### config.mk
export PLATFORM = sky130hd
export DESIGN_NAME = adder_arb
export DESIGN_NICKNAME = d
export VERILOG_FILES = /design/src/rtl/adder_arb_pkg.sv /design/src/rtl/adder.sv /design/src/rtl/adder_arb_rr_arbiter.sv /design/src/rtl/csa32.sv /design/src/rtl/adder_arb.sv
export SDC_FILE = /design/constraint.sdc
export NUM_CORES = 1
export LEC_CHECK = 0
export CORE_MARGIN = 5
export CORE_UTILIZATION = 44
export CTS_CLUSTER_DIAMETER = 200
export DETAILED_ROUTE_END_ITERATION = 8
export PLACE_DENSITY = 0.82
export RECOVER_POWER = 100
export SKIP_CTS_REPAIR_TIMING = 1
export SYNTH_ARGS = -nofsm -noshare
export SYNTH_HDL_FRONTEND = slang
export SYNTH_SLANG_ARGS = --single-unit
### constraint.sdc
create_clock -name clk -period 5.3 [get_ports clk]
set_input_delay 0.795 -clock clk [delete_from_list [all_inputs] [get_ports clk]]
set_output_delay 0.795 -clock clk [all_outputs]
set_load 0.02 [all_outputs]
### src/rtl/adder_arb_pkg.sv
`default_nettype none
// +----------------------------------------------------------------------+
// | adder_arb_pkg: shared types and widths for the adder arbiter slice    |
// | Revision: 1.0                                                         |
// +----------------------------------------------------------------------+
package adder_arb_pkg;

  localparam int ADD_W = 32;
  localparam int CNT_W = 16;

  typedef enum logic [1:0] {
    IDLE = 2'd0,
    EXEC = 2'd1,
    RESP = 2'd2
  } state_t;

endpackage
`default_nettype wire

### src/rtl/adder.sv
`default_nettype none
// +----------------------------------------------------------------------+
// | adder: reference ripple-carry adder                                   |
// | Revision: 1.0                                                         |
// +----------------------------------------------------------------------+
module adder #(
  parameter int W = 32
) (
  input  logic [W-1:0] a,
  input  logic [W-1:0] b,
  input  logic         cin,
  output logic [W-1:0] sum,
  output logic         cout
);

  logic [W:0] w_c;

  assign w_c[0] = cin;

  generate
    for (genvar g = 0; g < W; g++) begin : g_fa
      assign sum[g]   = a[g] ^ b[g] ^ w_c[g];
      assign w_c[g+1] = (a[g] & b[g]) | (w_c[g] & (a[g] ^ b[g]));
    end
  endgenerate

  assign cout = w_c[W];

endmodule
`default_nettype wire

### src/rtl/adder_arb_rr_arbiter.sv
`default_nettype none
// +----------------------------------------------------------------------+
// | rr_arbiter: combinational round-robin grant, search from last_grant+1 |
// | Revision: 1.0                                                         |
// +----------------------------------------------------------------------+
module rr_arbiter #(
  parameter int N_REQ = 4
) (
  input  logic [N_REQ-1:0]         req,
  input  logic [$clog2(N_REQ)-1:0] last_grant,
  output logic [N_REQ-1:0]         grant
);

  localparam int IDX_W = $clog2(N_REQ);

  int   w_idx;
  logic w_found;

  always_comb begin
    grant   = '0;
    w_found = 1'b0;
    w_idx   = 0;
    for (int k = 1; k <= N_REQ; k++) begin
      w_idx = int'(last_grant) + k;
      if (w_idx >= N_REQ) w_idx = w_idx - N_REQ;
      if (!w_found && req[w_idx[IDX_W-1:0]]) begin
        grant[w_idx[IDX_W-1:0]] = 1'b1;
        w_found                 = 1'b1;
      end
    end
  end

endmodule
`default_nettype wire

### src/rtl/csa32.sv
`default_nettype none
// +----------------------------------------------------------------------+
// | csa32: 32-bit carry-select adder, 4-bit blocks                        |
// | Revision: 1.0                                                         |
// +----------------------------------------------------------------------+
module csa32 (
  input  logic [31:0] a,
  input  logic [31:0] b,
  input  logic        cin,
  output logic [31:0] sum,
  output logic        cout
);

  localparam int BLK  = 4;
  localparam int NBLK = 32 / BLK;

  logic [NBLK:0] w_c;

  assign w_c[0] = cin;

  generate
    for (genvar g = 0; g < NBLK; g++) begin : g_blk
      logic [BLK:0] w_s0;
      logic [BLK:0] w_s1;
      // Both carry-in cases are precomputed; the incoming carry only selects.
      assign w_s0 = {1'b0, a[g*BLK +: BLK]} + {1'b0, b[g*BLK +: BLK]};
      assign w_s1 = w_s0 + {{BLK{1'b0}}, 1'b1};
      assign sum[g*BLK +: BLK] = w_c[g] ? w_s1[BLK-1:0] : w_s0[BLK-1:0];
      assign w_c[g+1]          = w_c[g] ? w_s1[BLK]     : w_s0[BLK];
    end
  endgenerate

  assign cout = w_c[NBLK];

endmodule
`default_nettype wire

### src/rtl/adder_arb.sv
`default_nettype none
// +----------------------------------------------------------------------+
// | adder_arb: round-robin sharing of one csa32 between N_REQ requesters. |
// | Optional ADDER_ARB_CHECK_EN adds a ripple reference and sticky check. |
// | Revision: 1.0                                                         |
// +----------------------------------------------------------------------+
module adder_arb
  import adder_arb_pkg::*;
#(
  parameter int N_REQ = 4
) (
  input  logic                   clk,
  input  logic                   rst_n,
  input  logic [N_REQ-1:0]       req_valid,
  output logic [N_REQ-1:0]       req_ready,
  input  logic [N_REQ*ADD_W-1:0] req_a,
  input  logic [N_REQ*ADD_W-1:0] req_b,
  input  logic [N_REQ-1:0]       req_cin,
  output logic [N_REQ-1:0]       rsp_valid,
  input  logic [N_REQ-1:0]       rsp_ready,
  output logic [ADD_W-1:0]       rsp_sum,
  output logic                   rsp_cout,
  output logic [CNT_W-1:0]       op_cnt,
  output logic                   chk_err
);

  localparam int IDX_W = $clog2(N_REQ);

  state_t           r_state, w_next;
  logic [IDX_W-1:0] r_owner, r_last_grant, w_win_idx;
  logic [ADD_W-1:0] r_a, r_b, r_sum, w_sum, w_win_a, w_win_b;
  logic             r_cin, r_cout, w_cout, w_win_cin;
  logic [CNT_W-1:0] r_op_cnt;
  logic [N_REQ-1:0] w_grant;
  logic             w_req_fire, w_rsp_fire;

  rr_arbiter #(.N_REQ(N_REQ)) u_arb (
    .req       (req_valid),
    .last_grant(r_last_grant),
    .grant     (w_grant)
  );

  csa32 u_csa (
    .a   (r_a),
    .b   (r_b),
    .cin (r_cin),
    .sum (w_sum),
    .cout(w_cout)
  );

  // One-hot grant to index plus operand select.
  always_comb begin
    w_win_idx = '0;
    w_win_a   = '0;
    w_win_b   = '0;
    w_win_cin = 1'b0;
    for (int i = 0; i < N_REQ; i++) begin
      if (w_grant[i]) begin
        w_win_idx = IDX_W'(i);
        w_win_a   = req_a[i*ADD_W +: ADD_W];
        w_win_b   = req_b[i*ADD_W +: ADD_W];
        w_win_cin = req_cin[i];
      end
    end
  end

  assign w_req_fire = (r_state == IDLE) && (|w_grant);
  assign w_rsp_fire = (r_state == RESP) && rsp_ready[r_owner];

  always_ff @(posedge clk) begin
    if (!rst_n) r_state <= IDLE;
    else        r_state <= w_next;
  end

  always_comb begin
    w_next = r_state;
    case (r_state)
      IDLE:    if (w_req_fire) w_next = EXEC;
      EXEC:    w_next = RESP;
      RESP:    if (w_rsp_fire) w_next = IDLE;
      default: w_next = IDLE;
    endcase
  end

  always_comb begin
    req_ready = '0;
    rsp_valid = '0;
    if (r_state == IDLE) req_ready = w_grant;
    if (r_state == RESP) rsp_valid[r_owner] = 1'b1;
  end

  always_ff @(posedge clk) begin
    if (!rst_n) begin
      r_last_grant <= IDX_W'(N_REQ - 1);
      r_owner      <= '0;
      r_a          <= '0;
      r_b          <= '0;
      r_cin        <= 1'b0;
      r_sum        <= '0;
      r_cout       <= 1'b0;
      r_op_cnt     <= '0;
    end else begin
      if (w_req_fire) begin
        r_a          <= w_win_a;
        r_b          <= w_win_b;
        r_cin        <= w_win_cin;
        r_owner      <= w_win_idx;
        r_last_grant <= w_win_idx;
      end
      if (r_state == EXEC) begin
        r_sum  <= w_sum;
        r_cout <= w_cout;
      end
      if (w_rsp_fire) r_op_cnt <= r_op_cnt + CNT_W'(1);
    end
  end

  assign rsp_sum  = r_sum;
  assign rsp_cout = r_cout;
  assign op_cnt   = r_op_cnt;

`ifdef ADDER_ARB_CHECK_EN
  logic [ADD_W-1:0] w_ref_sum;
  logic             w_ref_cout;
  logic             r_chk_err;

  adder #(.W(ADD_W)) u_ref (
    .a   (r_a),
    .b   (r_b),
    .cin (r_cin),
    .sum (w_ref_sum),
    .cout(w_ref_cout)
  );

  always_ff @(posedge clk) begin
    if (!rst_n)
      r_chk_err <= 1'b0;
    else if ((r_state == EXEC) && ({w_ref_cout, w_ref_sum} != {w_cout, w_sum}))
      r_chk_err <= 1'b1;
  end

  assign chk_err = r_chk_err;
`else
  assign chk_err = 1'b0;
`endif

endmodule
`default_nettype wire

# Word level (Yosys, flattened, before mapping)
# Cells that the tools add are included.
# W data, S select, Z words.
dict set report totals {
  inputBits 270
  output_inout_bits 58
  elab_cells 138
  reg_bits 120
}
dict set report op_classes {
  n_reduce_logical 16
  bitwise_logic 3
  add_sub_neg 25
  n_mux 67
  eq_ne 4
  order_cmp 14
}
# operator n
set op_table {}
lappend op_table {{$mux W32} 8}
lappend op_table {{$mux W4} 14}
lappend op_table {{$add A4 B4 Y5} 8}
lappend op_table {{$add A5 B1 Y5 const B} 8}
lappend op_table {{$mux W1} 26}
lappend op_table {{$add A16 B1 Y16 const B} 1}
lappend op_table {{$mux W2} 8}
lappend op_table {{$lt A2 B3 Y1 const B} 5}
lappend op_table {{$or A4 B4 Y4} 3}
lappend op_table {{$bmux W1 S2} 5}
lappend op_table {{$demux W1 S2} 5}
lappend op_table {{$ge A2 B1 Y1 const B} 5}
lappend op_table {{$logic_and A1 B1 Y1} 10}
lappend op_table {{$ge A3 B3 Y1 const B} 3}
lappend op_table {{$sub A2 B1 Y2 const B} 4}
lappend op_table {{$add A2 B2 Y3 const B} 2}
lappend op_table {{$pmux W2 S3} 1}
lappend op_table {{$add A2 B3 Y4 const B} 1}
lappend op_table {{$ge A4 B3 Y1 const B} 1}
lappend op_table {{$ne A2 B2 Y1 const B} 2}
lappend op_table {{$reduce_or A4 Y1} 1}
lappend op_table {{$add A2 B1 Y3 const B} 1}
lappend op_table {{$logic_not A1 Y1} 3}
lappend op_table {{$eq A2 B1 Y1 const B} 1}
lappend op_table {{3 further kinds} 3}

# Longest topological paths before layout
dict set report logic_depth {
  ltp_word 19
  ltp_mapped 18
  depth_no_buf 18
}

# Modules after synthesis
# From an unflattened synthesis, not the netlist that was laid out.
dict set report hier_totals {
  hier_cells 976
  area_unflattened_um2 7941.4
}
# module seq_area_each_um2 area_per_inst_um2 instances cells_each
set modules_own_cells {}
lappend modules_own_cells {adder_arb 2402.3 5715.5 1 727}
lappend modules_own_cells {csa32 0.0 1868.0 1 211}
lappend modules_own_cells {rr_arbiter 0.0 357.8 1 38}

# Least setup slack after synthesis
# OpenSTA, ideal clock, no wires.
dict set report synth_path {
  path_type {register -> register}
  from {reg r_a[0]}
  to {reg r_cout (netlist: rsp_cout)}
  path_slack_ps 1051
  setup_ps 95
  arrival_time_ps 4153
  t_required_ps 5205
  path_buffers 0
  period_less_slack_ps 4249
  path_stages_with_launch 19
  path_cell_list {dfxtp_1 ha_1 inv_1 fa_1 inv_1 ha_1 nand2_1 o21a_1 a311o_1 o211ai_2 xor2_2 nor3_1 nor3b_4 mux2i_1 mux2i_1 mux2i_2 xnor2_4 a311o_1 o311ai_1}
}
dict set report synth_via {
  elab_chain_len 10
}
# element line_no
set synth_rtl {}
lappend synth_rtl {{start, declared} adder_arb.sv:31} ;# logic [ADD_W-1:0] r_a, r_b, r_sum, w_sum, w_win_a, w_win_b;
lappend synth_rtl {{start signal, assigned} adder_arb.sv:104} ;# r_a <= w_win_a;
lappend synth_rtl {{$add A4 B4 Y5 (*)} csa32.sv:26} ;# assign w_s0 = {1'b0, a[g*BLK +: BLK]} + {1'b0, b[g*BLK +: BLK]};
lappend synth_rtl {{$add A5 B1 Y5} csa32.sv:27} ;# assign w_s1 = w_s0 + {{BLK{1'b0}}, 1'b1};
lappend synth_rtl {{$mux W1 (*) (8 in series)} csa32.sv:29} ;# assign w_c[g+1] = w_c[g] ? w_s1[BLK] : w_s0[BLK];
lappend synth_rtl {{end signal, assigned} adder_arb.sv:112} ;# r_cout <= w_cout;
lappend synth_rtl {{end, declared} adder_arb.sv:32} ;# logic r_cin, r_cout, w_cout, w_win_cin;
# Mark *: on every way between the ends. The rest lies on a longest branch, timed or not.
# A chain may end at the register's enable or synchronous reset.

# Worst setup path after layout
dict set report layout_path {
  from {reg r_last_grant[0]}
  to {out req_ready[3]}
}
dict set report layout_via {
  elab_chain_len 16
  word_cells_on_any_way 61
  classes_between {8 x add/sub; 12 x order compare; 28 x mux; 3 x bitwise; 10 x reduce/logical}
}
# element line_no
set layout_rtl {}
lappend layout_rtl {{start, declared} adder_arb.sv:30} ;# logic [IDX_W-1:0] r_owner, r_last_grant, w_win_idx;
lappend layout_rtl {{start signal, assigned} adder_arb.sv:94} ;# r_last_grant <= IDX_W'(N_REQ - 1);
lappend layout_rtl {{start signal, assigned} adder_arb.sv:108} ;# r_last_grant <= w_win_idx;
lappend layout_rtl {{parallel branches: the longest is 14 deep, another holds $add A2 B1 Y3} n/a}
lappend layout_rtl {{$mux W4 (*)} adder_arb_rr_arbiter.sv:26} ;# if (!w_found && req[w_idx[IDX_W-1:0]]) begin
lappend layout_rtl {{$mux W4 (*)} adder_arb.sv:88} ;# if (r_state == IDLE) req_ready = w_grant;
lappend layout_rtl {{end, declared} adder_arb.sv:15} ;# output logic [N_REQ-1:0] req_ready,
# Mark *: on every way between the ends. The select of a mux whose other input is x is not followed.

==> run_results.csv <==
group,metric,value,unit
timing,tightest_slew,1.93,ns
route,route.detailed.drc,0,
final_layout,final_layout_size_suffix_gt1_frac,0.0477,
pwr,leakage,4.76,nW
clocking,h-tree-depth,4,
route,firstDrtPassIters,7,
critical_path,endpoint_kind,"output pin",
timing,min_period_over_period,0.921,
floorplan,rows,49,
yosys,synth_mux_area_frac,0.0215,
yosys,synth_top_family_by_area,"compound AO/OA/AOI/OAI gates",
placed_design,io_buffers,326,
pwr,p_total,7.17,mW
yosys,synth_xor_area_frac,0.0669,
clocking,cts_sinks,120,
route,vias_per_cell,5.57,
yosys,ys_ff_latch,120,
floorplan,fp.coreArea,17900,sq um
yosys,yosysTopAreaCell,"dfxtp_1",
floorplan,die_area,20900,sq um
run,maxCapViolations,1,
timing,timing.final.crit_period,4.88,ns
yosys,synth_edf_count,0,
pwr,powerDensity,598,nW/um^2
worst_hold_path,hp-class,"reg2reg",
global_route,antenna_found_initial,2,
route,drt_iter0_drc,400,
clocking,clk_path_buf_depth,2,
yosys,syn_inst,1012,
clocking,insertion_delay,0.42,ns
yosys,synth.area.top_cells,"dfxtp_1, nor2_1, ha_1",
yosys,synth_cell_type_count,54,
timing,hold_viol,0,
yosys,synth_top_area_share,0.301,
critical_path,r2r_cells,11,
final_layout,syn2layout_area_growth,50.6,%
yosys,async_flop_share,0,
yosys,synth_compound_area_frac,0.256,
floorplan,fp.dieW,145,um
critical_path,crit_required,4.51,ns
critical_path,worstSetupPathType,"reg2out",
yosys,synthSimpleGateAreaFrac,0.209,
timing,skew,0.00970,ns
clocking,cts-root-buf,"clkbuf_16",
timing,max_freq,205,MHz
global_route,grt_pass1_vias,8007,
final_layout,fin_nets,1613,
worst_hold_path,min_path_cells,2,
critical_path,cp_max_fo,12,
timing,fin_tns_setup,0,ns
clocking,tritoncts,"built",
yosys,ys_seq_area_frac,0.301,
yosys,yosys_warnings,0,
route,vias,8523,
yosys,yosys.area_share.adder,0.0970,
timing,slew_headroom,-0.286,
yosys,synthTopCellsByCount,"nor2_1, dfxtp_1, a21oi_1",
yosys,yosys_most_used_dff,"dfxtp_1",
clocking,clk_pin_slew,0.05,ns
placed_design,dp_hpwl,21200,um
global_route,overflow,0,
global_route,grt_use_total,0.248,
floorplan,ios,328,
yosys,syn_area,7970,sq um
critical_path,arrival,4.09,ns
critical_path,start_kind,"flop",
pwr,peakVddDrop,0.397,mV
yosys,synthesis.nets,1339,
clocking,cts_buffers,17,
route,wl_per_cell,17.5,um
status,failed_checks,"capacitance limit, slew limit",
timing,rsz0062_at_grt,"no",
global_route,grt_max_degree,108,
timing,whs,0.446,ns
yosys,synth.most_common_cell,"nor2_1",
status,outcome,"finished with violations",
yosys,syn_area_per_cell,7.88,sq um
route,ant_nets,0,
floorplan,die_height,145,um
floorplan,initial_utilization,0.445,
placed_design,globalplace.congestion,0.865,
timing,drv_slew,96,
global_route,grt_pass1_wl,40900,um
route,routed_wl,26700,um
timing,setup-violations-final,0,
==> worst max-delay path, stage by stage (launching register included) <==
cell and delay (ns):
dfxtp_1 0.64, inv_1 0.28, ha_1 0.42, or3b_2 0.48, a311oi_2 0.50, a222oi_1 0.20
nand2_4 0.18, nor3b_1 0.24, dlygate4sd3_1 0.72
==> through the flow <==
step / utilization / area, sq um / setup WS [ns] / instances
3_5_place_dp: 0.634 / 11400 / 0.443 / 1496
6_report: 0.671 / 12000 / 0.420 / 1530
2_1_floorplan: - / 7970 / 1.05 / 1012
4_1_cts: 0.672 / 12000 / 0.249 / 1528
5_1_grt: 0.670 / 12000 / 0.135 / 1529
3_3_place_gp: 0.634 / 11400 / 0.588 / 1496
==> final timing paths <==
check | to | slack [ns] | startpoint
hold / removal | rsp_sum[18]$_SDFFE_PN0N_ | 0.45 | rsp_sum[18]$_SDFFE_PN0N_
hold reg to reg | rsp_sum[18]$_SDFFE_PN0N_ | 0.45 | rsp_sum[18]$_SDFFE_PN0N_
setup reg to reg | r_b[31]$_SDFFE_PN0P_ | 0.50 | r_last_grant[0]$_SDFFE_PN1P_
setup / recovery | req_ready[3] | 0.42 | r_last_grant[0]$_SDFFE_PN1P_
==> state kept, by name, summed over array words and instances, names as in the netlist <==
signal        cells
r_cin             1
r_state           2
op_cnt           16
rsp_cout          1
r_owner           2
r_a              32
rsp_sum          32
r_b              32
r_last_grant      2
==> report_power, final <==
part,total (mW),leakage (nW),switching (mW),internal (mW)
Combinational,4.46,3.46,2.68,1.77
Sequential,1.44,0.988,0.236,1.20
Clock,1.28,0.312,0.408,0.871
Total,7.17,4.76,3.33,3.85
==> final cells by class <==
cell class,instances,area [sq um]
Antenna cell,2,5.00
Clock buffer,21,470
Clock inverter,11,194
Fill cell,1501,5900
Inverter,16,61.3
Multi-Input combinational cell,792,5220
Sequential cell,120,2400
Tap cell,229,287
Timing Repair Buffer,339,3360
==> metal layers <==
layer | vias up | track usage | share of wire
li1 | 4301 | - | -
met1 | 3878 | 0.327 | 0.43
met2 | 296 | 0.401 | 0.47
met3 | 48 | 0.0539 | 0.065
met4 | 0 | 0.0918 | 0.029
met5 | - | 0 | 0
==> cell families (layout without fill, tap and decap cells) <==
group                    Yosys count  after routing
adder cells (fa/ha/maj)           57             57
other                              1              3
AND/OR/NAND/NOR                  368            368
flip-flops                       120            120
buffers and inverters            100            387
multiplexers                      13             13
AO/OA/AOI/OAI                    296            296
XOR/XNOR                          57             57
==> placed cells by master (no fill, tap or decap), drive strengths merged, types with 3 or more instances in the layout <==
cell           synthesis  layout
clkdlybuf4s50          0     268
nor2                 180     180
dfxtp                120     120
a21oi                 97      97
a211oi                80      80
nor3                  78      78
a221oi                67      67
dlygate4sd3            0      58
ha                    49      49
nand2                 44      44
xnor2                 35      35
clkbuf                76      25
xor2                  22      22
o21ai                 19      19
nand3                 15      15
inv                   16      15
a21o                  13      13
mux2i                 10      10
nand2b                 9       9
buf                    8       9
nand4                  8       8
fa                     8       8
and3                   6       6
bufinv                 0       5
nor3b                  5       5
nor2b                  5       5
clkinvlp               0       5
or3                    4       4
o211ai                 4       4
nand3b                 3       3
mux4                   3       3
nand4b                 3       3
a22o                   3       3
a311oi                 3       3
Power figures use the tool's default switching activity.
